[src/rtl/yuv_pack_pkg.sv]
// Shared definitions for the YUV plane packer.
// Holds the chroma subsampling mode encoding, default lane counts and widths
// used as parameter defaults by the top, and a helper that folds the reserved
// mode code onto 4:2:0.
package yuv_pack_pkg;

    typedef enum logic [1:0] {
        MODE_444 = 2'd0,
        MODE_422 = 2'd1,
        MODE_420 = 2'd2,
        MODE_RSV = 2'd3
    } mode_e;

    localparam int DEF_PIX_W   = 8;
    localparam int DEF_Y_LANES = 5;
    localparam int DEF_C_LANES = 18;
    localparam int DEF_Y_AW    = 16;
    localparam int DEF_C_AW    = 13;
    localparam int DEF_Y_DEPTH = 61440;
    localparam int DEF_C_DEPTH = 8192;
    localparam int DEF_IMG_W   = 640;
    localparam int DEF_IMG_H   = 480;

    // The reserved code behaves exactly like 4:2:0.
    function automatic mode_e norm_mode(input logic [1:0] m);
        return (m == 2'd3) ? MODE_420 : mode_e'(m);
    endfunction

endpackage

[src/rtl/lane_packer.sv]
// Packs a stream of PIX_W samples into LANES-wide words for one plane.
// Ports:
//   clk, rst_n     clock, asynchronous active-low reset
//   clr            discard the partial word and restart addressing at 0
//   push, sample   sample to append in the next free lane
//   flush          write out a non-empty partial word (unused lanes zero)
//   wdata/waddr    registered write data / address
//   wren           one-cycle write strobe, cycle after the completing push
//   ovf            combinational pulse: a word was due but the buffer is full
module lane_packer #(
    parameter int LANES = 18,
    parameter int PIX_W = 8,
    parameter int AW    = 13,
    parameter int DEPTH = 8192
) (
    input  logic                   clk,
    input  logic                   rst_n,
    input  logic                   clr,
    input  logic                   push,
    input  logic                   flush,
    input  logic [PIX_W-1:0]       sample,
    output logic [LANES*PIX_W-1:0] wdata,
    output logic [AW-1:0]          waddr,
    output logic                   wren,
    output logic                   ovf
);

    localparam int WW = LANES * PIX_W;
    localparam int LW = $clog2(LANES + 1);
    // Write counter can reach DEPTH itself, which may not fit in AW bits.
    localparam int CW = $clog2(DEPTH + 1);

    logic [WW-1:0] acc_q, acc_d, acc_base, word;
    logic [LW-1:0] lane_q, lane_d, lane_base, fill;
    logic [CW-1:0] cnt_q, cnt_d, cnt_base;
    logic [WW-1:0] wdata_q, wdata_d;
    logic [AW-1:0] waddr_q, waddr_d;
    logic          wren_q, wren_d;
    logic          emit;

    always_comb begin
        // clr takes effect before this cycle's sample is placed, so the
        // sample that arrives with clr becomes lane 0 of a fresh word.
        acc_base  = clr ? '0 : acc_q;
        lane_base = clr ? '0 : lane_q;
        cnt_base  = clr ? '0 : cnt_q;

        word = acc_base;
        for (int i = 0; i < LANES; i++) begin
            if (push && (lane_base == LW'(i))) begin
                word[i*PIX_W +: PIX_W] = sample;
            end
        end
        fill = lane_base + LW'(push);
        emit = (fill == LW'(LANES)) || (flush && (fill != '0));

        acc_d   = word;
        lane_d  = fill;
        cnt_d   = cnt_base;
        wdata_d = wdata_q;
        waddr_d = clr ? '0 : waddr_q;
        wren_d  = 1'b0;
        ovf     = 1'b0;

        if (emit) begin
            acc_d   = '0;
            lane_d  = '0;
            // On a suppressed write the address output shows the held count.
            waddr_d = AW'(cnt_base);
            if (cnt_base < CW'(DEPTH)) begin
                wren_d  = 1'b1;
                wdata_d = word;
                cnt_d   = cnt_base + CW'(1);
            end else begin
                ovf = 1'b1;
            end
        end
    end

    always_ff @(posedge clk or negedge rst_n) begin
        if (!rst_n) begin
            acc_q   <= '0;
            lane_q  <= '0;
            cnt_q   <= '0;
            wdata_q <= '0;
            waddr_q <= '0;
            wren_q  <= 1'b0;
        end else begin
            acc_q   <= acc_d;
            lane_q  <= lane_d;
            cnt_q   <= cnt_d;
            wdata_q <= wdata_d;
            waddr_q <= waddr_d;
            wren_q  <= wren_d;
        end
    end

    assign wdata = wdata_q;
    assign waddr = waddr_q;
    assign wren  = wren_q;

endmodule

[src/rtl/yuv_plane_packer.sv]
// Packs a per-pixel Y/U/V stream into per-plane frame-buffer words.
// Ports:
//   MIPI_PIXEL_CLK, RESET_N   clock, asynchronous active-low reset
//   mode                      subsampling mode, latched on sof
//   pix_valid, sof, eol       pixel qualifier, first-of-frame, last-of-line
//   pix_y/u/v                 samples
//   y_*, u_*, v_*             per-plane write ports (data, address, strobe)
//   frame_done                pulse aligned with the last line's flush writes
//   err_ovf, err_geom         sticky errors, cleared at sof
module yuv_plane_packer
    import yuv_pack_pkg::*;
#(
    parameter int PIX_W   = DEF_PIX_W,
    parameter int Y_LANES = DEF_Y_LANES,
    parameter int C_LANES = DEF_C_LANES,
    parameter int Y_AW    = DEF_Y_AW,
    parameter int C_AW    = DEF_C_AW,
    parameter int Y_DEPTH = DEF_Y_DEPTH,
    parameter int C_DEPTH = DEF_C_DEPTH,
    parameter int IMG_W   = DEF_IMG_W,
    parameter int IMG_H   = DEF_IMG_H
) (
    input  logic                     MIPI_PIXEL_CLK,
    input  logic                     RESET_N,
    input  logic [1:0]               mode,
    input  logic                     pix_valid,
    input  logic                     sof,
    input  logic                     eol,
    input  logic [PIX_W-1:0]         pix_y,
    input  logic [PIX_W-1:0]         pix_u,
    input  logic [PIX_W-1:0]         pix_v,
    output logic [Y_LANES*PIX_W-1:0] y_data,
    output logic [Y_AW-1:0]          y_addr,
    output logic                     y_wren,
    output logic [C_LANES*PIX_W-1:0] u_data,
    output logic [C_LANES*PIX_W-1:0] v_data,
    output logic [C_AW-1:0]          u_addr,
    output logic [C_AW-1:0]          v_addr,
    output logic                     u_wren,
    output logic                     v_wren,
    output logic                     frame_done,
    output logic                     err_ovf,
    output logic                     err_geom
);

    localparam int CLW = $clog2(IMG_W + 1);
    localparam int RLW = $clog2(IMG_H + 1);

    logic [CLW-1:0] col_q, col_d, col_base;
    logic [RLW-1:0] row_q, row_d, row_base;
    mode_e          mode_q, mode_d, mode_eff;
    logic           active_q, active_d;
    logic           frame_done_q, frame_done_d;
    logic           err_ovf_q, err_ovf_d;
    logic           err_geom_q, err_geom_d;
    logic           take, start, in_geom, keep, flush;
    logic           y_push, u_push, v_push;
    logic           y_ovf, u_ovf, v_ovf;

    always_comb begin
        start    = pix_valid && sof;
        // Until the first sof after reset every pixel is ignored silently.
        take     = pix_valid && (active_q || sof);
        col_base = start ? '0 : col_q;
        row_base = start ? '0 : row_q;
        mode_eff = start ? norm_mode(mode) : mode_q;
        in_geom  = (col_base < CLW'(IMG_W)) && (row_base < RLW'(IMG_H));
        keep     = take && in_geom;
        // A dropped eol pixel still closes the line for the in-range data.
        flush    = take && eol;

        y_push = keep;
        case (mode_eff)
            MODE_444: begin
                u_push = keep;
                v_push = keep;
            end
            MODE_422: begin
                u_push = keep && !col_base[0];
                v_push = keep && !col_base[0];
            end
            default: begin
                u_push = keep && !col_base[0] && !row_base[0];
                v_push = keep && !col_base[0] &&  row_base[0];
            end
        endcase

        active_d = active_q || start;
        mode_d   = mode_eff;
        col_d    = col_q;
        row_d    = row_q;
        if (take) begin
            // Both counters saturate one past the image so runaway input
            // keeps flagging geometry errors instead of wrapping.
            if (eol) begin
                col_d = '0;
                row_d = (row_base == RLW'(IMG_H)) ? row_base : row_base + RLW'(1);
            end else begin
                col_d = (col_base == CLW'(IMG_W)) ? col_base : col_base + CLW'(1);
                row_d = row_base;
            end
        end

        frame_done_d = take && eol && (row_base == RLW'(IMG_H - 1));
        err_geom_d   = (start ? 1'b0 : err_geom_q) | (take && !in_geom);
        err_ovf_d    = (start ? 1'b0 : err_ovf_q) | y_ovf | u_ovf | v_ovf;
    end

    always_ff @(posedge MIPI_PIXEL_CLK or negedge RESET_N) begin
        if (!RESET_N) begin
            col_q        <= '0;
            row_q        <= '0;
            mode_q       <= MODE_420;
            active_q     <= 1'b0;
            frame_done_q <= 1'b0;
            err_ovf_q    <= 1'b0;
            err_geom_q   <= 1'b0;
        end else begin
            col_q        <= col_d;
            row_q        <= row_d;
            mode_q       <= mode_d;
            active_q     <= active_d;
            frame_done_q <= frame_done_d;
            err_ovf_q    <= err_ovf_d;
            err_geom_q   <= err_geom_d;
        end
    end

    lane_packer #(.LANES(Y_LANES), .PIX_W(PIX_W), .AW(Y_AW), .DEPTH(Y_DEPTH)) u_y_pack (
        .clk(MIPI_PIXEL_CLK), .rst_n(RESET_N), .clr(start), .push(y_push),
        .flush(flush), .sample(pix_y), .wdata(y_data), .waddr(y_addr),
        .wren(y_wren), .ovf(y_ovf)
    );

    lane_packer #(.LANES(C_LANES), .PIX_W(PIX_W), .AW(C_AW), .DEPTH(C_DEPTH)) u_u_pack (
        .clk(MIPI_PIXEL_CLK), .rst_n(RESET_N), .clr(start), .push(u_push),
        .flush(flush), .sample(pix_u), .wdata(u_data), .waddr(u_addr),
        .wren(u_wren), .ovf(u_ovf)
    );

    lane_packer #(.LANES(C_LANES), .PIX_W(PIX_W), .AW(C_AW), .DEPTH(C_DEPTH)) u_v_pack (
        .clk(MIPI_PIXEL_CLK), .rst_n(RESET_N), .clr(start), .push(v_push),
        .flush(flush), .sample(pix_v), .wdata(v_data), .waddr(v_addr),
        .wren(v_wren), .ovf(v_ovf)
    );

    assign frame_done = frame_done_q;
    assign err_ovf    = err_ovf_q;
    assign err_geom   = err_geom_q;

endmodule

[config.mk]
export PLATFORM = sky130hd
export DESIGN_NAME = yuv_plane_packer
export DESIGN_NICKNAME = d
export VERILOG_FILES = /design/src/rtl/yuv_pack_pkg.sv /design/src/rtl/lane_packer.sv /design/src/rtl/yuv_plane_packer.sv
export SDC_FILE = /design/constraint.sdc
export NUM_CORES = 2
export LEC_CHECK = 0
export CAP_MARGIN = 30
export CORE_ASPECT_RATIO = 1.2
export CORE_UTILIZATION = 31
export CTS_BUF_LIST = sky130_fd_sc_hd__clkbuf_8 sky130_fd_sc_hd__clkbuf_16
export CTS_CLUSTER_SIZE = 14
export DETAILED_ROUTE_END_ITERATION = 10
export DONT_BUFFER_PORTS = 1
export HOLD_SLACK_MARGIN = 0.02
export PLACE_DENSITY_LB_ADDON = 0.08
export SLEW_MARGIN = 10
export SYNTH_ARGS = -nofsm -noshare
export SYNTH_HDL_FRONTEND = slang
export SYNTH_SLANG_ARGS = --single-unit
[constraint.sdc]
create_clock -name MIPI_PIXEL_CLK -period 6 [get_ports MIPI_PIXEL_CLK]
set_input_delay 1.2 -clock MIPI_PIXEL_CLK [delete_from_list [all_inputs] [get_ports MIPI_PIXEL_CLK]]
set_output_delay 1.2 -clock MIPI_PIXEL_CLK [all_outputs]
set_load 0.1 [all_outputs]
== Word-level counts from Yosys, hierarchy flattened ==
Index checks and enable logic that the tools add are counted.
Widths: inputs -> output; s select.

* Word-level logic and storage cells: 254
* Bits of input ports: 31
* Output and inout port bits: 376
* Register bits after elaboration: 783

* Order comparisons: 5
* Equality and inequality tests: 46
* Muxes and demuxes: 91
* Add/subtract/negate cells: 8
* Bitwise logic cells: 4
* Reductions and logical operators: 75

{| class="wikitable"
|+ Operators by type and width
! kind !! count
|-
| $mux 144 || 4
|-
| $mux 8 || 41
|-
| $mux 14 || 6
|-
| $eq 5x4->1 const B || 16
|-
| $mux 16 || 5
|-
| $mux 40 || 2
|-
| $logic_and 1x1->1 || 54
|-
| $eq 5x3->1 const B || 8
|-
| $mux 13 || 3
|-
| $eq 5x5->1 const B || 6
|-
| $mux 10 || 3
|-
| $add 14x1->14 const B || 2
|-
| $lt 14x14->1 const B || 2
|-
| $mux 9 || 3
|-
| $eq 5x2->1 const B || 4
|-
| $mux 5 || 4
|-
| $eq 9x9->1 const B || 2
|-
| $add 16x1->16 const B || 1
|-
| $lt 16x16->1 const B || 1
|-
| $mux 1 || 14
|-
| $add 10x1->10 const B || 1
|-
| $add 5x1->5 || 2
|-
| $eq 10x10->1 const B || 1
|-
| $eq 5x1->1 const B || 2
|-
| 22 further kinds || 42
|}

== Logic depth before layout (Yosys ltp) ==
* Word-level depth: 15
* Gate-level depth with buffers: 21
* Depth with buffers taken out: 15

== By module ==
From an unflattened synthesis, not the netlist that was laid out.

* Cells, all modules: 3322
* Area, all modules: 33646.0 um^2

{| class="wikitable"
|+ By module, submodules not included
! module !! instances !! area each (um^2) !! cells each !! sequential area each (um^2)
|-
| lane_packer (u_u_pack) || 1 || 13681.9 || 1322 || 8032.7
|-
| lane_packer (u_v_pack) || 1 || 13456.7 || 1324 || 8032.7
|-
| lane_packer (u_y_pack) || 1 || 5003.5 || 509 || 2902.8
|-
| yuv_plane_packer || 1 || 1503.9 || 167 || 626.9
|}

== Worst setup path before layout ==
OpenSTA, ideal clock, no wires.

* Path kind: input-to-reg
* From: input port pix_valid
* To: register u_v_pack.wdata_q[100], in the netlist u_v_pack.wdata[100]
* Library setup time: 0.083 ns
* Stages: 21
* Buffers on the path: 10
* Path slack: 0.883 ns
* Arrival: 5.035 ns
* Data required time: 5.917 ns
* Path through: buf_4 > buf_4 > nand2_2 > buf_2 > buf_2 > clkbuf_1 > clkbuf_1 > clkbuf_1 > a21oi_1 > nor2_1 > ha_1 > ha_1 > and3_1 > mux2_2 > or4_1 > nand3_1 > buf_2 > buf_2 > buf_2 > nand2_1 > o21ai_0

* Cells in the longest elaborated chain, start to end: 13
* Elaborated cells between the ends (all ways): 29
* Classes of those cells: add/sub: 1; order compare: 3; eq/ne: 3; mux: 8; reduce/logical: 14

{| class="wikitable"
|+ Ends and longest elaborated chain
! element !! RTL line !! RTL
|-
| from (decl) || yuv_plane_packer.sv:26 || <nowiki>input logic pix_valid,</nowiki>
|-
| $logic_and 1x1->1 || yuv_plane_packer.sv:61 || <nowiki>start = pix_valid && sof;</nowiki>
|-
| $mux 10 or $mux 9 (tied branches) || yuv_plane_packer.sv:64, yuv_plane_packer.sv:65 ||
|-
| $lt 10x10->1 or $lt 9x9->1 (tied branches) || yuv_plane_packer.sv:67 || <nowiki>in_geom = (col_base < CLW'(IMG_W)) && (row_base < RLW'(IMG_H));</nowiki>
|-
| $logic_and 1x1->1 || yuv_plane_packer.sv:67 ||
|-
| $logic_and 1x1->1 || yuv_plane_packer.sv:68 || <nowiki>keep = take && in_geom;</nowiki>
|-
| $logic_and 1x1->1 || yuv_plane_packer.sv:80, yuv_plane_packer.sv:84 ||
|-
| $logic_and 1x1->1 || yuv_plane_packer.sv:84 || <nowiki>v_push = keep && !col_base[0] && row_base[0];</nowiki>
|-
| $pmux 1 s2 || yuv_plane_packer.sv:73 || <nowiki>case (mode_eff)</nowiki>
|-
| $add 5x1->5 || lane_packer.sv:54 || <nowiki>fill = lane_base + LW'(push);</nowiki>
|-
| $reduce_bool 5->1 || lane_packer.sv:55 || <nowiki>emit = (fill == LW'(LANES)) || (flush && (fill != '0));</nowiki>
|-
| $logic_and 1x1->1 || lane_packer.sv:55 ||
|-
| $logic_or 1x1->1 || lane_packer.sv:55 ||
|-
| $reduce_and 2->1 (no line) || n/a ||
|-
| to (signal assigned) || lane_packer.sv:92 || <nowiki>wdata_q <= wdata_d;</nowiki>
|-
| to (decl) || lane_packer.sv:36 || <nowiki>logic [WW-1:0] wdata_q, wdata_d;</nowiki>
|}

Several ways; a longest one is shown, not always the timed one.
A chain may end at the register's enable or synchronous reset.

== Final worst setup path ==
* From: register col_q[7]
* To: register u_v_pack.acc_q[41]

* Cells in the longest elaborated chain, start to end: 12
* Elaborated cells between the ends (all ways): 15
* Classes of those cells: add/sub: 1; order compare: 1; eq/ne: 1; mux: 4; reduce/logical: 8

{| class="wikitable"
|+ Ends and longest elaborated chain
! element !! RTL line !! RTL
|-
| from (decl) || yuv_plane_packer.sv:49 || <nowiki>logic [CLW-1:0] col_q, col_d, col_base;</nowiki>
|-
| from (signal assigned) || yuv_plane_packer.sv:119 || <nowiki>col_q <= col_d;</nowiki>
|-
| $mux 10 (*) || yuv_plane_packer.sv:64 || <nowiki>col_base = start ? '0 : col_q;</nowiki>
|-
| $lt 10x10->1 (*) || yuv_plane_packer.sv:67 ||
|-
| $logic_and 1x1->1 (*) || yuv_plane_packer.sv:67 ||
|-
| $logic_and 1x1->1 (*) || yuv_plane_packer.sv:68 ||
|-
| $logic_and 1x1->1 || yuv_plane_packer.sv:80, yuv_plane_packer.sv:84 ||
|-
| $logic_and 1x1->1 || yuv_plane_packer.sv:84 ||
|-
| $pmux 1 s2 (*) || yuv_plane_packer.sv:73 ||
|-
| $add 5x1->5 || lane_packer.sv:54 ||
|-
| $reduce_bool 5->1 || lane_packer.sv:55 ||
|-
| $logic_and 1x1->1 || lane_packer.sv:55 ||
|-
| $logic_or 1x1->1 || lane_packer.sv:55 ||
|-
| $mux 144 (*) || lane_packer.sv:65 || <nowiki>if (emit) begin</nowiki>
|-
| named net u_v_pack.acc_d[41] || lane_packer.sv:33 || <nowiki>logic [WW-1:0] acc_q, acc_d, acc_base, word;</nowiki>
|-
| to (signal assigned) || lane_packer.sv:82 || <nowiki>acc_q <= '0;</nowiki>
|-
| to (signal assigned) || lane_packer.sv:89 || <nowiki>acc_q <= acc_d;</nowiki>
|-
| to (decl) || lane_packer.sv:33 ||
|}

Mark *: on every way through the listed nets, which the timed path passes. The rest lies on a longest branch.

==> out/qor.txt <==
Result of the run = finished, final reports clean
Cells resized by post-CTS repair = 0
Power density relative to cell area = 397 nW/um2
Top-level I/O count = 407
Core Region = 103,000 um2
Post-synth top area share = 60.8%
Nets = 3,319
Synthesized area per cell = 9.51 um2
Quantity of I/O buffers inserted on ports = 0
Average vias per placed instance = 5.04
Total die area = 105,000 um2
Worst-path cell chain = o21ai_0, a21oi_1, nor2b_2, o21ai_0, nor2_1, ha_1, ha_1, and3_1, mux2_2, o21ai_0, nand3_4, buf_12, nor2_1
Starting density of the core = 31.2%
Final design utilization = 35.8%
Largest net degree at the start of global routing = 784
Share of synthesized area occupied by flip-flops and latches = 60.9%
Number of antenna cells inserted = 0
Number of global-route vias before repair = 23,200
Cell at the root of the clock tree = clkbuf_16
Number of flops mapped to enable cells by yosys = 0
Non-filler instance count after layout = 4,718
Placer's final routability congestion estimate = 0.771
Unrepaired setup endpoints after global routing = no
Number of vias in the routed layout = 23,800
Dpl cell area = 33,500 um2
Later-pin clock latency in the skew report = 640 ps
Drc violations = 0
Number of buffers on the longest clock path = 3
Hold buffer count at CTS = 0
Fin crit share = 74.0%
Tightest hold margin = 254 ps
Post-Synthesis Net Count = 3,425
Cell variety after synth = 70
Max H-tree Level = 3
Final setup violation count = 0
Critical Path Most Common Cell = o21ai_0
Max frequency = 0.225 GHz
Number of endpoints with negative hold slack in the final report = 0
Top post-synthesis cells by area = dfrtp_1, nor2_1, nand2_1
Row cnt = 129
DIE WIDTH = 296 um
Required time of the critical path = 6560 ps
Post-Synthesis Cell Area = 32,200 um2
Leak Pwr = 0.0172 uW
Grt total ovfl = 0
Number of buffers inserted during clock tree synthesis = 86
Violation count after the first detailed-routing iteration = 1,575
Launching element type of the critical path = register
Post-CTS setup-driven buffer insertion count = 0
Instance count of the mapped netlist = 3,381
Share of flip-flops with an asynchronous set or reset after synthesis = 100%
Die outline height = 355 um
Worst slew margin relative to its limit = 31.1%
Max rail drop VDD = 0.249 mV
Post-route minimum period = 4440 ps
Share of final-layout standard cells stronger than drive strength 1 = 7.78%
Reported max-cap violation count = 0
Worst setup path class = register to register
TNS Setup = 0 ps
Routed wire length = 98,700 um
GRT Util Overall = 18.5%
Commonest cells in the netlist = dfrtp_1, nor2_1, nand2_1
Worst-path fanout max = 62
Syn. warnings = 0
Worst min path class = input pin to async pin
Number of antenna violations at the first check in global routing = 1
Largest stage delay on the critical path = 740 ps
Most common flop cell mapped by yosys = dfrtp_1
Number of storage elements in the synthesis netlist = 783
Worst Setup End Kind = register
Total count of max-transition violations in the final report = 0
Area overhead of the layout relative to synthesis = 14.7%
Most common cell in the synthesized netlist = dfrtp_1
Fin Clk Skew = 19.0 ps
Clk slew on worst S/H paths = 60 ps
Arrival time worst endpoint = 5000 ps
Average wire per cell in the routed design = 20.9 um
Measured slew at the worst slew-check pin = 1030 ps
Detailed placement HPWL = 62,800 um
Total non-filler cell area in the finished layout = 36,900 um2
Slowest stage cell on the critical path = nand3_4
Drt pass-1 iters = 7
TritonCTS clock tree = done
Total number of clock tree sinks = 783
Global-route wire length before repair = 150,000 um
Post-Place Cells = 4,539
Post-route antenna net violation count = 0
Biggest area consumer among synthesized cells = dfrtp_1
[cells in the final DEF, fill, tap and decap left out, drive strengths merged, types with 6 or more instances in the layout]
master / count
nor4: 6
a21oi: 125
clkbuf: 114
nand3: 37
o31ai: 7
nand2: 552
a31o: 8
mux2: 28
mux2i: 14
o21ai: 353
nand4: 33
and3: 20
buf: 58
nor2: 641
or3: 7
dfrtp: 782
or4: 6
a31oi: 257
clkinv: 22
xor2: 14
a21o: 6
nor3: 25
ha: 13
inv: 65
and4: 28
bufinv: 10
and2: 27
xnor2: 11
[final timing paths]
| kind | startpoint | endpoint | slack, ps | depth (start not counted) |
|---|---|---|---|---|
| min | RESET_N | u_u_pack.wdata[17] | 250 | 0 |
| max in group asynchronous | RESET_N | u_v_pack.wdata[38] | 3310 | 3 |
| max | col_q[7] | u_v_pack.acc_q[41] | 1560 | 13 |
| min reg2reg | mode_q[1] | mode_q[1] | 490 | 2 |
| min in group MIPI_PIXEL_CLK | mode_q[1] | mode_q[1] | 490 | 2 |
| max reg2reg | col_q[7] | u_v_pack.acc_q[41] | 1560 | 13 |
[worst max-delay path: cells and delay by family (launching register included)]
kind | cells | cell delay (ps)
simple gates | 5 | 1410
flops | 1 | 440
buf+inv | 1 | 470
compound gates | 4 | 1200
mux | 1 | 350
fa+ha+maj | 2 | 410
[state kept, by name (all words and copies together), names as in the netlist, 2 cells and up]
| signal | count |
|---|---|
| u_u_pack.acc_q | 144 |
| u_u_pack.wdata | 144 |
| u_v_pack.acc_q | 144 |
| u_v_pack.wdata | 144 |
| u_y_pack.acc_q | 40 |
| u_y_pack.wdata | 40 |
| u_y_pack.cnt_q | 16 |
| u_y_pack.waddr | 16 |
| u_u_pack.cnt_q | 14 |
| u_v_pack.cnt_q | 14 |
| u_u_pack.waddr | 13 |
| u_v_pack.waddr | 13 |
| col_q | 10 |
| row_q | 9 |
| u_u_pack.lane_q | 5 |
| u_v_pack.lane_q | 5 |
| u_y_pack.lane_q | 3 |
| mode_q | 2 |
[layer usage]
| layer | routed length [um] | GRT usage [%] | vias up | share of wire (%) |
|---|---|---|---|---|
| li1 | - | - | 11300 | - |
| met1 | 40200 | 22.5 | 11800 | 41 |
| met2 | 48400 | 31.3 | 567 | 49 |
| met3 | 8080 | 6.14 | 114 | 8.2 |
| met4 | 2010 | 4.70 | 2 | 2.0 |
| met5 | 13 | 0 | - | 0.013 |
[kinds of logic (layout without fill, tap and decap cells)]
| kind of cell | count (synthesis) | after routing | synth area share, % |
|---|---|---|---|
| DFF | 783 | 783 | 60.9 |
| buffers and inverters | 308 | 270 | 3.89 |
| xor gates and xnor gates | 25 | 25 | 0.681 |
| and+or+nand+nor | 1417 | 1417 | 18.5 |
| AOI/OAI and AO/OA | 793 | 793 | 14.0 |
| adders and majority gates | 13 | 13 | 0.506 |
| muxes | 42 | 42 | 1.43 |
[power breakdown]
part / leakage (uW) / internal [uW] / switching, uW / total [uW]
Sequential: 0.0109 / 5630 / 1830 / 7460
Combinational: 0.00485 / 436 / 1170 / 1610
Clock: 0.00154 / 3320 / 2250 / 5570
[stage by stage]
stage                     setup slack, ps  power (uW)
final                                1560       14600
after global routing                 1250       15300
after floorplan                       883        8510
after CTS                            1440       14800
after global placement               1120        9020
after detailed placement             1050        9080
[area by class of cell]
class | count | area (um2)
fill | 10500 | 66100
sequential | 783 | 19600
multi-input combinational | 2290 | 11400
clock buffer | 106 | 2440
tap | 1375 | 1720
timing repair buffer | 66 | 991
clock inverter | 50 | 551
inverter | 48 | 180
Power figures use the tool's default switching activity.
